==> src/rtl/pdh_gpio_cmd_issuer.sv <==
// pdh_gpio_cmd_issuer: drives one command at a time onto the PDH GPIO word and
// returns the echoed callback payload, or the current callback payload on timeout.
module pdh_gpio_cmd_issuer #(
    parameter int CMD_BITS       = 4,
    parameter int DATA_BITS      = 26,
    parameter int SETUP_CYCLES   = 2,
    parameter int SETTLE_CYCLES  = 4,
    parameter int TIMEOUT_CYCLES = 1024,
    parameter int RELEASE_CYCLES = 2
) (
    input  logic                 clk,
    input  logic                 rst,
    input  logic                 core_rst_i,
    input  logic                 req_valid_i,
    output logic                 req_ready_o,
    input  logic [CMD_BITS-1:0]  req_cmd_i,
    input  logic [DATA_BITS-1:0] req_data_i,
    output logic [31:0]          gpio_o,
    input  logic [31:0]          gpio_i,
    output logic                 rsp_valid_o,
    input  logic                 rsp_ready_i,
    output logic [27:0]          rsp_data_o,
    output logic                 rsp_timeout_o
);
    localparam logic [2:0] IDLE    = 3'd0;
    localparam logic [2:0] SETUP   = 3'd1;
    localparam logic [2:0] WAIT    = 3'd2;
    localparam logic [2:0] RESP    = 3'd3;
    localparam logic [2:0] RELEASE = 3'd4;
    localparam int CW = $clog2(TIMEOUT_CYCLES + SETUP_CYCLES + RELEASE_CYCLES + 1);

    logic [2:0]    state_q, state_d;
    logic [CW-1:0] cnt_q, cnt_d;
    logic [31:0]   gpio_q, gpio_d;
    logic [27:0]   rsp_data_q, rsp_data_d;
    logic          req_ready_q, req_ready_d;
    logic          rsp_valid_q, rsp_valid_d;
    logic          rsp_timeout_q, rsp_timeout_d;
    logic          echo, done;

    assign echo = gpio_i[31:28] == gpio_q[29:26];
    assign done = (cnt_q >= CW'(SETTLE_CYCLES) && echo) || cnt_q == CW'(TIMEOUT_CYCLES);

    always_comb begin
        state_d       = state_q;
        cnt_d         = cnt_q + CW'(1);
        gpio_d        = gpio_q;
        gpio_d[31]    = core_rst_i;
        rsp_valid_d   = rsp_valid_q;
        rsp_data_d    = rsp_data_q;
        rsp_timeout_d = rsp_timeout_q;
        case (state_q)
            IDLE: if (req_valid_i && req_ready_q && !core_rst_i) begin
                gpio_d[30:0] = {1'b0, req_cmd_i, req_data_i};
                cnt_d        = '0;
                state_d      = SETUP;
            end
            SETUP: if (cnt_q == CW'(SETUP_CYCLES - 1)) begin
                gpio_d[30] = 1'b1;
                cnt_d      = '0;
                state_d    = WAIT;
            end
            WAIT: if (done) begin
                rsp_data_d    = gpio_i[27:0];
                rsp_timeout_d = !echo;
                rsp_valid_d   = 1'b1;
                state_d       = RESP;
            end
            RESP: if (rsp_ready_i) begin
                rsp_valid_d = 1'b0;
                gpio_d[30]  = 1'b0;
                cnt_d       = '0;
                state_d     = RELEASE;
            end
            RELEASE: if (cnt_q == CW'(RELEASE_CYCLES - 1)) state_d = IDLE;
            default: state_d = IDLE;
        endcase
        // Core reset aborts any transaction silently; no response is produced.
        if (core_rst_i && state_q != IDLE) begin
            state_d     = IDLE;
            gpio_d[30]  = 1'b0;
            rsp_valid_d = 1'b0;
        end
        req_ready_d = state_d == IDLE && !core_rst_i;
    end

    always_ff @(posedge clk) begin
        if (rst) begin
            state_q       <= IDLE;
            cnt_q         <= '0;
            gpio_q        <= '0;
            req_ready_q   <= 1'b0;
            rsp_valid_q   <= 1'b0;
            rsp_data_q    <= '0;
            rsp_timeout_q <= 1'b0;
        end else begin
            state_q       <= state_d;
            cnt_q         <= cnt_d;
            gpio_q        <= gpio_d;
            req_ready_q   <= req_ready_d;
            rsp_valid_q   <= rsp_valid_d;
            rsp_data_q    <= rsp_data_d;
            rsp_timeout_q <= rsp_timeout_d;
        end
    end

    assign gpio_o        = gpio_q;
    assign req_ready_o   = req_ready_q;
    assign rsp_valid_o   = rsp_valid_q;
    assign rsp_data_o    = rsp_data_q;
    assign rsp_timeout_o = rsp_timeout_q;
endmodule

==> config.mk <==
export PLATFORM = sky130hd
export DESIGN_NAME = pdh_gpio_cmd_issuer
export DESIGN_NICKNAME = d
export VERILOG_FILES = /design/src/rtl/pdh_gpio_cmd_issuer.sv
export SDC_FILE = /design/constraint.sdc
export NUM_CORES = 1
export LEC_CHECK = 0
export CAP_MARGIN = 20
export CORE_MARGIN = 8
export CORE_UTILIZATION = 45
export CTS_CLUSTER_SIZE = 24
export DETAILED_ROUTE_END_ITERATION = 16
export PLACE_DENSITY_LB_ADDON = 0.3
export SLEW_MARGIN = 20
export SYNTH_ARGS = -nofsm -noshare
export SYNTH_HDL_FRONTEND = slang
export SYNTH_SLANG_ARGS = --single-unit
==> constraint.sdc <==
create_clock -name clk -period 3.7 [get_ports clk]
set_clock_uncertainty 0.2 [all_clocks]
set_input_delay 0.37 -clock clk [delete_from_list [all_inputs] [get_ports clk]]
set_output_delay 0.37 -clock clk [all_outputs]
set_load 0.05 [all_outputs]
# After elaboration in Yosys (flattened, before gate mapping)
# Cells that the tools add are included.
[word_totals]
ff_bits = 77
input_bits = 67
output_inout_bits = 63
elab_cells = 57
[op_classes]
addsub = 1
magnitude_cmp = 1
eq_ne = 11
mux = 17
reduce_logical = 18
[ops]
columns = ["op", "n"]
rows = [
  ["2-to-1 mux 11 bit", 3],
  ["case mux 11 bit (3 select lines)", 1],
  ["2-to-1 mux 31 bit", 1],
  ["2-to-1 mux 3 bit", 6],
  ["case mux 3 bit (5 select lines)", 1],
  ["adder 11 x 1 -> 11 bit, second input constant", 1],
  ["== test 11 x 1 -> 1 bit, second input constant", 1],
  ["== test 11 bit, second input constant", 1],
  ["greater-or-equal comparator 11 x 3 -> 1 bit, second input constant", 1],
  ["!= test 2 bit, second input constant", 4],
  ["== test 3 x 2 -> 1 bit, second input constant", 2],
  ["zero test 3 bit", 2],
  ["nonzero test 3 bit", 2],
  ["logical AND 1 bit", 5],
  ["== test 4 bit", 1],
  ["AND reduction 2 bit", 2],
  ["AND reduction 4 bit", 1],
  ["== test 3 x 1 -> 1 bit, second input constant", 1],
  ["== test 3 bit, second input constant", 1],
  ["2-to-1 mux 1 bit", 3],
  ["case mux 1 bit (3 select lines)", 1],
  ["AND reduction 3 bit", 1],
  ["zero test 1 bit", 2],
  ["case mux 1 bit (2 select lines)", 1],
  ["other kinds (3)", 3],
]

# Logic depth before layout (Yosys ltp)
# Gate-level depths: netlist of run 1.
[logic_depth]
word_depth = 8
ltp_mapped = 8
depth_no_buf = 6

# Worst setup path after synthesis of run 1
# No wires, ideal clock.
[synth_path]
path_type = "reg-to-reg"
startpoint = "register gpio_q[29], in the netlist gpio_o[29]"
endpoint = "register rsp_data_q[1], in the netlist rsp_data_o[1]"
setup_time_ps = 128
arrival_time_ps = 1844
slack_ps = 1529
path_stages_with_launch = 8
path_buffers = 2
cell_sequence = "dfxtp_1 xor2_1 nor4_1 o221a_1 buf_6 buf_6 mux2i_1 nor2_1"
[synth_via]
elab_chain_cells = 4
[synth_rtl]
columns = ["item", "line_no", "text"]
rows = [
  ["start: declaration", "34", "logic [31:0] gpio_q, gpio_d;"],
  ["start signal: assignment", "99", "gpio_q <= gpio_d;"],
  ["== test 4 bit", "41", "assign echo = gpio_i[31:28] == gpio_q[29:26];"],
  ["logical AND 1 bit", "42", "assign done = (cnt_q >= CW'(SETTLE_CYCLES) && echo) || cnt_q == CW'(TIMEOUT_CYCLES);"],
  ["logical OR 1 bit", "42", ""],
  ["AND reduction 2 bit (no source line)", "-", ""],
  ["end signal: assignment", "102", "rsp_data_q <= rsp_data_d;"],
  ["end: declaration", "35", "logic [27:0] rsp_data_q, rsp_data_d;"],
]
# Every way passes these cells.
# A chain may end at the register's enable or synchronous reset.

# Worst setup path in the final report of run 1
[layout_path]
startpoint = "input gpio_i[31]"
endpoint = "register rsp_data_q[2], in the netlist rsp_data_o[2]"
[layout_via]
elab_chain_cells = 4
[layout_rtl]
columns = ["item", "line_no", "text"]
rows = [
  ["start: declaration", "19", "input logic [31:0] gpio_i,"],
  ["== test 4 bit", "41", ""],
  ["logical AND 1 bit", "42", ""],
  ["logical OR 1 bit", "42", ""],
  ["AND reduction 2 bit (no source line)", "-", ""],
]
# Every way passes these cells.

==> implementation parameters, run 1 <==
Parameter                              Value

Critical path
  Cell depth of the worst flop-to-flop path ... 6
  CP cell instances ... clkdlybuf4s50_1 > xor2_1 > nor4_1 > o221a_2 > buf_4 > mux2i_1 > nor2_1
  Reg-to-reg slack, setup ... 1.36 ns
  Slowest-stage cell, CP ... nor4_1
  Type of destination of the critical path ... flop
  Crit path kind ... input pin to flop
  Critical Path Start Type ... input pin
  Endpoint of the lowest-slack register-to-register path ... rsp_data_o[2]
  Critical R2R Launch ... gpio_o[28]
  Data arrival time of the critical path ... 2.44 ns
  Largest fanout on the critical path ... 32
  WP data required ... 3.72 ns
  Slowest cell delay on critical path ... 0.45 ns

Floorplanning
  Effective utilization at floorplan ... 46.8%
  Number of placed I/O pins ... 130
  Total Die Area ... 0.00951 mm²
  Placement Rows ... 29
  Core region area ... 0.00639 mm²
  Die Span X ... 97.5 µm
  Y dimension of the die ... 97.5 µm

Final layout
  Final nets ... 525
  Area grow syn2layout ... 50.3%
  Layout fillers ... 520
  Fraction of final layout cells with drive strength greater than 1 ... 5.43%
  Register Area ... 0.00154 mm²
  Core Util, Final ... 70.4%
  Multi-input gate area ... 0.00132 mm²
  Number of antenna cells inserted ... 0

STA
  Fin Hold WS ... 0.239 ns
  Final setup violation count ... 0
  Sum Neg Setup Slack ... 0 ns
  Number of pins exceeding their max-slew limit in the final report ... 0
  Relative slew margins ... 63.6%
  Transition at the pin with the smallest max-transition slack ... 0.544 ns
  Fmax ... 0.414 GHz
  Final period utilization ... 65.3%
  RSZ-0062 raised after global routing ... false
  Final Hold Violating Endpoints ... 0
  Time the worst path needs with I/O delays and setup ... 2.42 ns

Clock tree
  Num Clock Sinks ... 77
  Number of resized instances in the post-cts repair step ... 0
  Clock network latency to the later pin of the worst-skew pair ... 0.34 ns
  CTS H-tree depth ... 3
  Buffer count from post-CTS setup fixing ... 0
  Maximum count of clock buffers along a single path ... 2
  Number of buffers created by CTS ... 9
  CTS root buf ... clkbuf_8
  TritonCTS clock tree ... built
  Cts hold-fix bufs ... 0
  Clock slew at reported path FFs ... 0.08 ns

Synth
  Area leader, netlist ... dfxtp_1
  Share of synthesized flip-flops with an asynchronous set or reset ... 0%
  Warnings from Yosys ... 0
  Synth top area share ... 51.5%
  Yosys reg bits ... 77
  Number of instances in the synthesized netlist ... 332
  Ranking of synthesized cells by area ... dfxtp_1 52%, mux2i_1 9.4%, nand2_1 8.2%, a21oi_1 5.9%, nor2_1 5.8%
  Synthesized net count ... 402
  Primary flip-flop cell chosen by synthesis mapping ... dfxtp_1
  Mapped cell area ... 0.00299 mm²
  Synthesized area per cell ... 9.01 µm²
  Number of unique standard cell types used by synthesis ... 34
  Fraction of the yosys area taken by sequential cells ... 51.5%
  Post-synth EDFFs ... 0

Route
  Count of nets left with antenna violations after detail routing ... 0
  Post-route DRC ... 0
  Detailed-route vias per instance ... 5.01
  Routed length per instance ... 15.4 µm
  Iteration count of the initial detailed-routing pass ... 4
  Number of DRC markers after the initial detailed-route iteration ... 182
  Routed vias ... 2690
  Total detailed-routing wirelength ... 8250 µm

Global routing
  Antenna violations before repair ... 0
  Leftover overflow at the end of global routing ... 0
  Wire length of the first global-routing pass ... 13900 µm
  Vias in the first global route ... 2791
  GRT Util Overall ... 17.7%
  Pin count of the biggest net entering global routing ... 45

Job
  # Max-Cap Violations ... 0

Worst hold path
  Terminating pin of the worst hold path ... state_q[0]
  Number of instances on the worst hold path ... 2
  Path category of the worst min-delay check ... input pin to flop
  Worst hold path startpoint ... rst

Pwr
  Static leakage ... 1.60 nW
  Power per cell area ... 372 mW/mm²
  Peak supply drop ... 0.289 mV

Status
  Run status ... complete, no violations

Placed design
  Routability congestion estimate ... 0.813
  Count of buffers inserted at the top-level ports ... 129
  HPWL reported at the end of detailed placement ... 6030 µm
[registers in the layout, indices dropped and copies added (netlist names)]
signal and flops:
gpio_o 32, rsp_data_o 28, cnt_q 11, state_q 3, req_ready_o 1, rsp_timeout_o 1, rsp_valid_o 1
[per-stage QoR]
| stage | setup WS, ns | power, W | instances | instance area (µm²) |
|---|---|---|---|---|
| final | 1.28 | 0.00167 | 537 | 4500 |
| after global routing | 1.16 | 0.00175 | 537 | 4500 |
| after CTS | 1.30 | 0.00169 | 537 | 4500 |
| after detailed placement | 0.941 | 0.00105 | 521 | 4300 |
| after global placement | 0.957 | 0.00105 | 521 | 4300 |
| after floorplan | 1.53 | 0.000951 | 332 | 2990 |
[kinds of logic (layout without fill, tap and decap cells)]
logic type,after synthesis,in the layout,synth area share [%]
AOI/OAI and AO/OA,46,46,9.29
DFF,77,77,51.5
muxes,28,28,9.37
adders and majority gates,3,3,1.25
xor gates and xnor gates,13,13,3.81
buffers and inverters,26,154,4.27
and+or+nand+nor,139,139,20.5
[cell usage after synthesis (2+ instances only)]
cell type / n
ha_1: 3
nand4_1: 2
and3_1: 4
buf_6: 4
a211oi_1: 2
dfxtp_1: 77
and2_1: 2
a21oi_1: 35
nand2_1: 65
inv_1: 5
nand3_1: 8
mux2i_1: 28
clkbuf_1: 17
nor4_1: 2
nor3b_1: 3
xor2_1: 12
nor2_1: 46
[worst max-delay path, delay by kind of cell]
family          cells  cell delay (ns)
mux                 1             0.26
compound gates      1             0.28
buf+inv             2             0.84
xor+xnor            1             0.14
simple gates        2             0.50
[worst max path at each step]
stage	slack, ns	end	cells past startpoint	start
floorplan	1.53	rsp_data_o[1]	7	gpio_o[29]
global placement	0.96	req_ready_o	7	gpio_i[31]
detailed placement	0.94	rsp_data_o[2]	7	gpio_i[31]
CTS	1.30	rsp_data_o[5]	7	gpio_i[31]
global route	1.16	rsp_data_o[16]	7	gpio_i[31]
finish	1.28	rsp_data_o[2]	7	gpio_i[31]
[cells in the final DEF (no fill, tap or decap), types with 3 or more instances in the layout]
master	n
a21oi_1	35
nor3b_1	3
and3_1	4
clkbuf_8	10
nand3_1	8
clkdlybuf4s50_1	128
inv_1	5
buf_4	4
nor2_1	46
nand2_1	65
mux2i_1	28
dfxtp_1	77
clkinvlp_4	3
xor2_1	12
ha_1	3
[where the power goes]
| part | internal, W | total (W) | leakage [nW] | switching (W) |
|---|---|---|---|---|
| combinational | 0.0000955 | 0.000181 | 0.883 | 0.0000858 |
| sequential | 0.000841 | 0.000852 | 0.622 | 0.0000118 |
| clock | 0.000327 | 0.000640 | 0.0943 | 0.000312 |
[layout make-up]
cell class / instances / area share [%]
timing repair buffer: 133 / 29.3
clock buffer: 10 / 3.06
clock inverter: 6 / 1.39
sequential: 77 / 34.3
tap: 77 / 2.14
multi-input combinational: 229 / 29.4
inverter: 5 / 0.417
[per-layer routing]
| layer | GRT usage, % | up-vias | wire (µm) |
|---|---|---|---|
| li1 | - | 1348 | - |
| met1 | 21.0 | 1208 | 3640 |
| met2 | 25.9 | 118 | 3490 |
| met3 | 9.03 | 16 | 939 |
| met4 | 8.16 | 0 | 184 |
| met5 | 0 | - | 0 |
Note: power is estimated with default switching activity, not from simulation.
==> run 2, diff against run 1 <==
--- a/config.mk
+++ b/config.mk
@@ -7,7 +7,7 @@
 export LEC_CHECK = 0
 export CAP_MARGIN = 20
 export CORE_MARGIN = 8
-export CORE_UTILIZATION = 45
+export CORE_UTILIZATION = 42
 export CTS_CLUSTER_SIZE = 24
 export DETAILED_ROUTE_END_ITERATION = 16
 export PLACE_DENSITY_LB_ADDON = 0.3
==> constraint.sdc (replaced) <==
create_clock -name clk -period 2.35 [get_ports clk]
set_clock_uncertainty 0.2 [all_clocks]
set_input_delay 0.235 -clock clk [delete_from_list [all_inputs] [get_ports clk]]
set_output_delay 0.235 -clock clk [all_outputs]
set_load 0.05 [all_outputs]
==> implementation parameters, run 2 (synthesized netlist as in run 1, its figures left out) <==
Parameter                              Value

Status
  Run status ... complete, no violations

Worst hold path
  Terminating pin of the worst hold path ... state_q[0]
  Path category of the worst min-delay check ... input pin to flop
  Worst hold path startpoint ... rst
  Number of instances on the worst hold path ... 2

STA
  Number of pins exceeding their max-slew limit in the final report ... 0
  Fmax ... 0.476 GHz
  Final Hold Violating Endpoints ... 0
  Relative slew margins ... 63.6%
  Time the worst path needs with I/O delays and setup ... 2.10 ns
  Final setup violation count ... 0
  Final period utilization ... 89.5%
  RSZ-0062 raised after global routing ... false
  Transition at the pin with the smallest max-transition slack ... 0.544 ns
  Fin Hold WS ... 0.157 ns

Route
  Number of DRC markers after the initial detailed-route iteration ... 85
  Met3 WL post-DR ... 782 µm
  Post-route DRC ... 0
  Detailed-route vias per instance ... 4.79
  Routed vias ... 2686
  Top sig layer ... met4
  Total detailed-routing wirelength ... 8110 µm
  Routed met1 length ... 3490 µm
  Total met2 wirelength after detailed routing ... 3740 µm
  Iteration count of the initial detailed-routing pass ... 4
  Routed length per instance ... 14.5 µm
  Count of nets left with antenna violations after detail routing ... 0

Floorplanning
  Die Span X ... 100 µm
  Effective utilization at floorplan ... 43.8%
  Placement Rows ... 30
  Core region area ... 0.00683 mm²
  Number of placed I/O pins ... 130
  Total Die Area ... 0.0101 mm²
  Y dimension of the die ... 100 µm

Final layout
  Area grow syn2layout ... 53.6%
  Commonest non-fill, non-tap cells in the layout ... 128 x clkdlybuf4s50_1, 77 x dfxtp_1, 65 x nand2_1, 46 x nor2_1, 35 x a21oi_1
  Final design area excluding fillers ... 0.00459 mm²
  Final nets ... 530
  Largest register FFs ... 32
  Commonest non-fill, non-tap cell in the layout ... clkdlybuf4s50_1
  Fraction of final layout cells with drive strength greater than 1 ... 6.24%
  Number of antenna cells inserted ... 0

Pwr
  Part of the power in registers ... 50.9%
  Peak supply drop ... 0.394 mV
  Part of the total power dissipated in the clock network ... 37.9%
  Switching power summed over all nets ... 0.000631 W
  Cell internal pwr ... 0.00200 W
  Static leakage ... 1.63 nW
  Portion of total power attributed to combinational logic ... 11.2%
  Power per cell area ... 573 mW/mm²
  Sw Ratio ... 24.0%

Critical path
  Critical R2R Launch ... cnt_q[2]
  Reg-to-reg slack, setup ... 0.25 ns
  Cell depth of the worst flop-to-flop path ... 6
  WP data required ... 2.43 ns
  Data arrival time of the critical path ... 2.19 ns
  Crit path kind ... flop to flop
  Largest fanout on the critical path ... 5
  Critical Path Start Type ... flop
  Slowest-stage cell, CP ... dfxtp_1
  CP cell instances ... nor4_4 > nand2_1 > o221a_2 > buf_4 > o32ai_2 > o2111a_1
  Endpoint of the lowest-slack register-to-register path ... req_ready_o
  Type of destination of the critical path ... flop
  Slowest cell delay on critical path ... 0.37 ns

Clock tree
  Num Clock Sinks ... 77
  TritonCTS clock tree ... built
  Buffer count from post-CTS setup fixing ... 0
  CTS H-tree depth ... 3
  CTS root buf ... clkbuf_8
  Cts hold-fix bufs ... 0
  Clock network latency to the later pin of the worst-skew pair ... 0.34 ns
  Clock slew at reported path FFs ... 0.08 ns
  Number of resized instances in the post-cts repair step ... 0
  Number of buffers created by CTS ... 9
  Maximum count of clock buffers along a single path ... 2

Placed design
  Placed instance area ... 0.00439 mm²
  HPWL reported at the end of detailed placement ... 6160 µm
  Count of buffers inserted at the top-level ports ... 129
  Routability congestion estimate ... 0.826

Global routing
  Wire length of the first global-routing pass ... 13400 µm
  Antenna violations before repair ... 0
  Leftover overflow at the end of global routing ... 0
  Pin count of the biggest net entering global routing ... 31
  Vias in the first global route ... 2741
  GRT Util Overall ... 16.7%

Job
  # Max-Cap Violations ... 0
## run 2: cell types whose count changed in the layout (fill, tap and decap cells not counted)
cell / previous run / this run
clkinv_2: 2 / 1
clkbuf_1: 0 / 1
buf_4: 4 / 6
inv_6: 0 / 1
buf_12: 0 / 3
clkinvlp_4: 3 / 2
## run 2: worst max path at each step
stage	end	slack [ns]	from	depth (start not counted)
global route	req_ready_o	0.12	cnt_q[7]	6
detailed placement	rsp_data_o[3]	-0.003	gpio_i[31]	7
CTS	req_ready_o	0.24	cnt_q[2]	6
floorplan	rsp_data_o[1]	0.18	gpio_o[29]	7
finish	req_ready_o	0.25	cnt_q[2]	6
global placement	rsp_data_o[6]	0.04	gpio_i[31]	7
## run 2: power by group through the flow
| stage | registers (W) | clock network (W) | logic, W |
|---|---|---|---|
| 6_report | 0.00134 | 0.000998 | 0.000294 |
| 5_1_grt | 0.00134 | 0.00109 | 0.000319 |
| 4_1_cts | 0.00134 | 0.00104 | 0.000297 |
| 3_5_place_dp | 0.00137 | 0 | 0.000295 |
| 3_3_place_gp | 0.00137 | 0 | 0.000293 |
| 2_1_floorplan | 0.00142 | 0 | 0.0000807 |
## run 2: final cells by class
| cell class | instances | area (µm²) |
|---|---|---|
| clock buffer | 11 | 141 |
| sequential | 77 | 1540 |
| multi-input combinational | 229 | 1320 |
| timing repair buffer | 138 | 1390 |
| tap | 96 | 120 |
| fill | 564 | 2240 |
| inverter | 5 | 18.8 |
| clock inverter | 5 | 58.8 |
## run 2: worst max-delay path, delay by kind of cell, from the launching register on
kind,cells,cell delay [ns]
DFF,1,0.37
buffers and inverters,1,0.17
AOI/OAI and AO/OA,3,0.85
and+or+nand+nor,2,0.45
## run 2: through the flow
| stage | cells | TNS, ns | worst slack [ns] | power [W] | utilization (%) |
|---|---|---|---|---|---|
| final | 561 | 0 | 0.247 | 0.00263 | 67.3 |
| after global routing | 561 | 0 | 0.118 | 0.00276 | 67.3 |
| after CTS | 561 | 0 | 0.238 | 0.00268 | 67.3 |
| after detailed placement | 545 | -0.00293 | -0.00293 | 0.00167 | 64.3 |
| after global placement | 545 | 0 | 0.0379 | 0.00166 | 64.3 |
| after floorplan | 332 | 0 | 0.179 | 0.00150 | - |
## run 2: routing by layer
layer / GRT usage [%] / vias to the layer above
li1: - / 1357
met1: 18.9 / 1219
met2: 27.2 / 103
met3: 7.34 / 7
met4: 6.05 / 0
met5: 0 / -
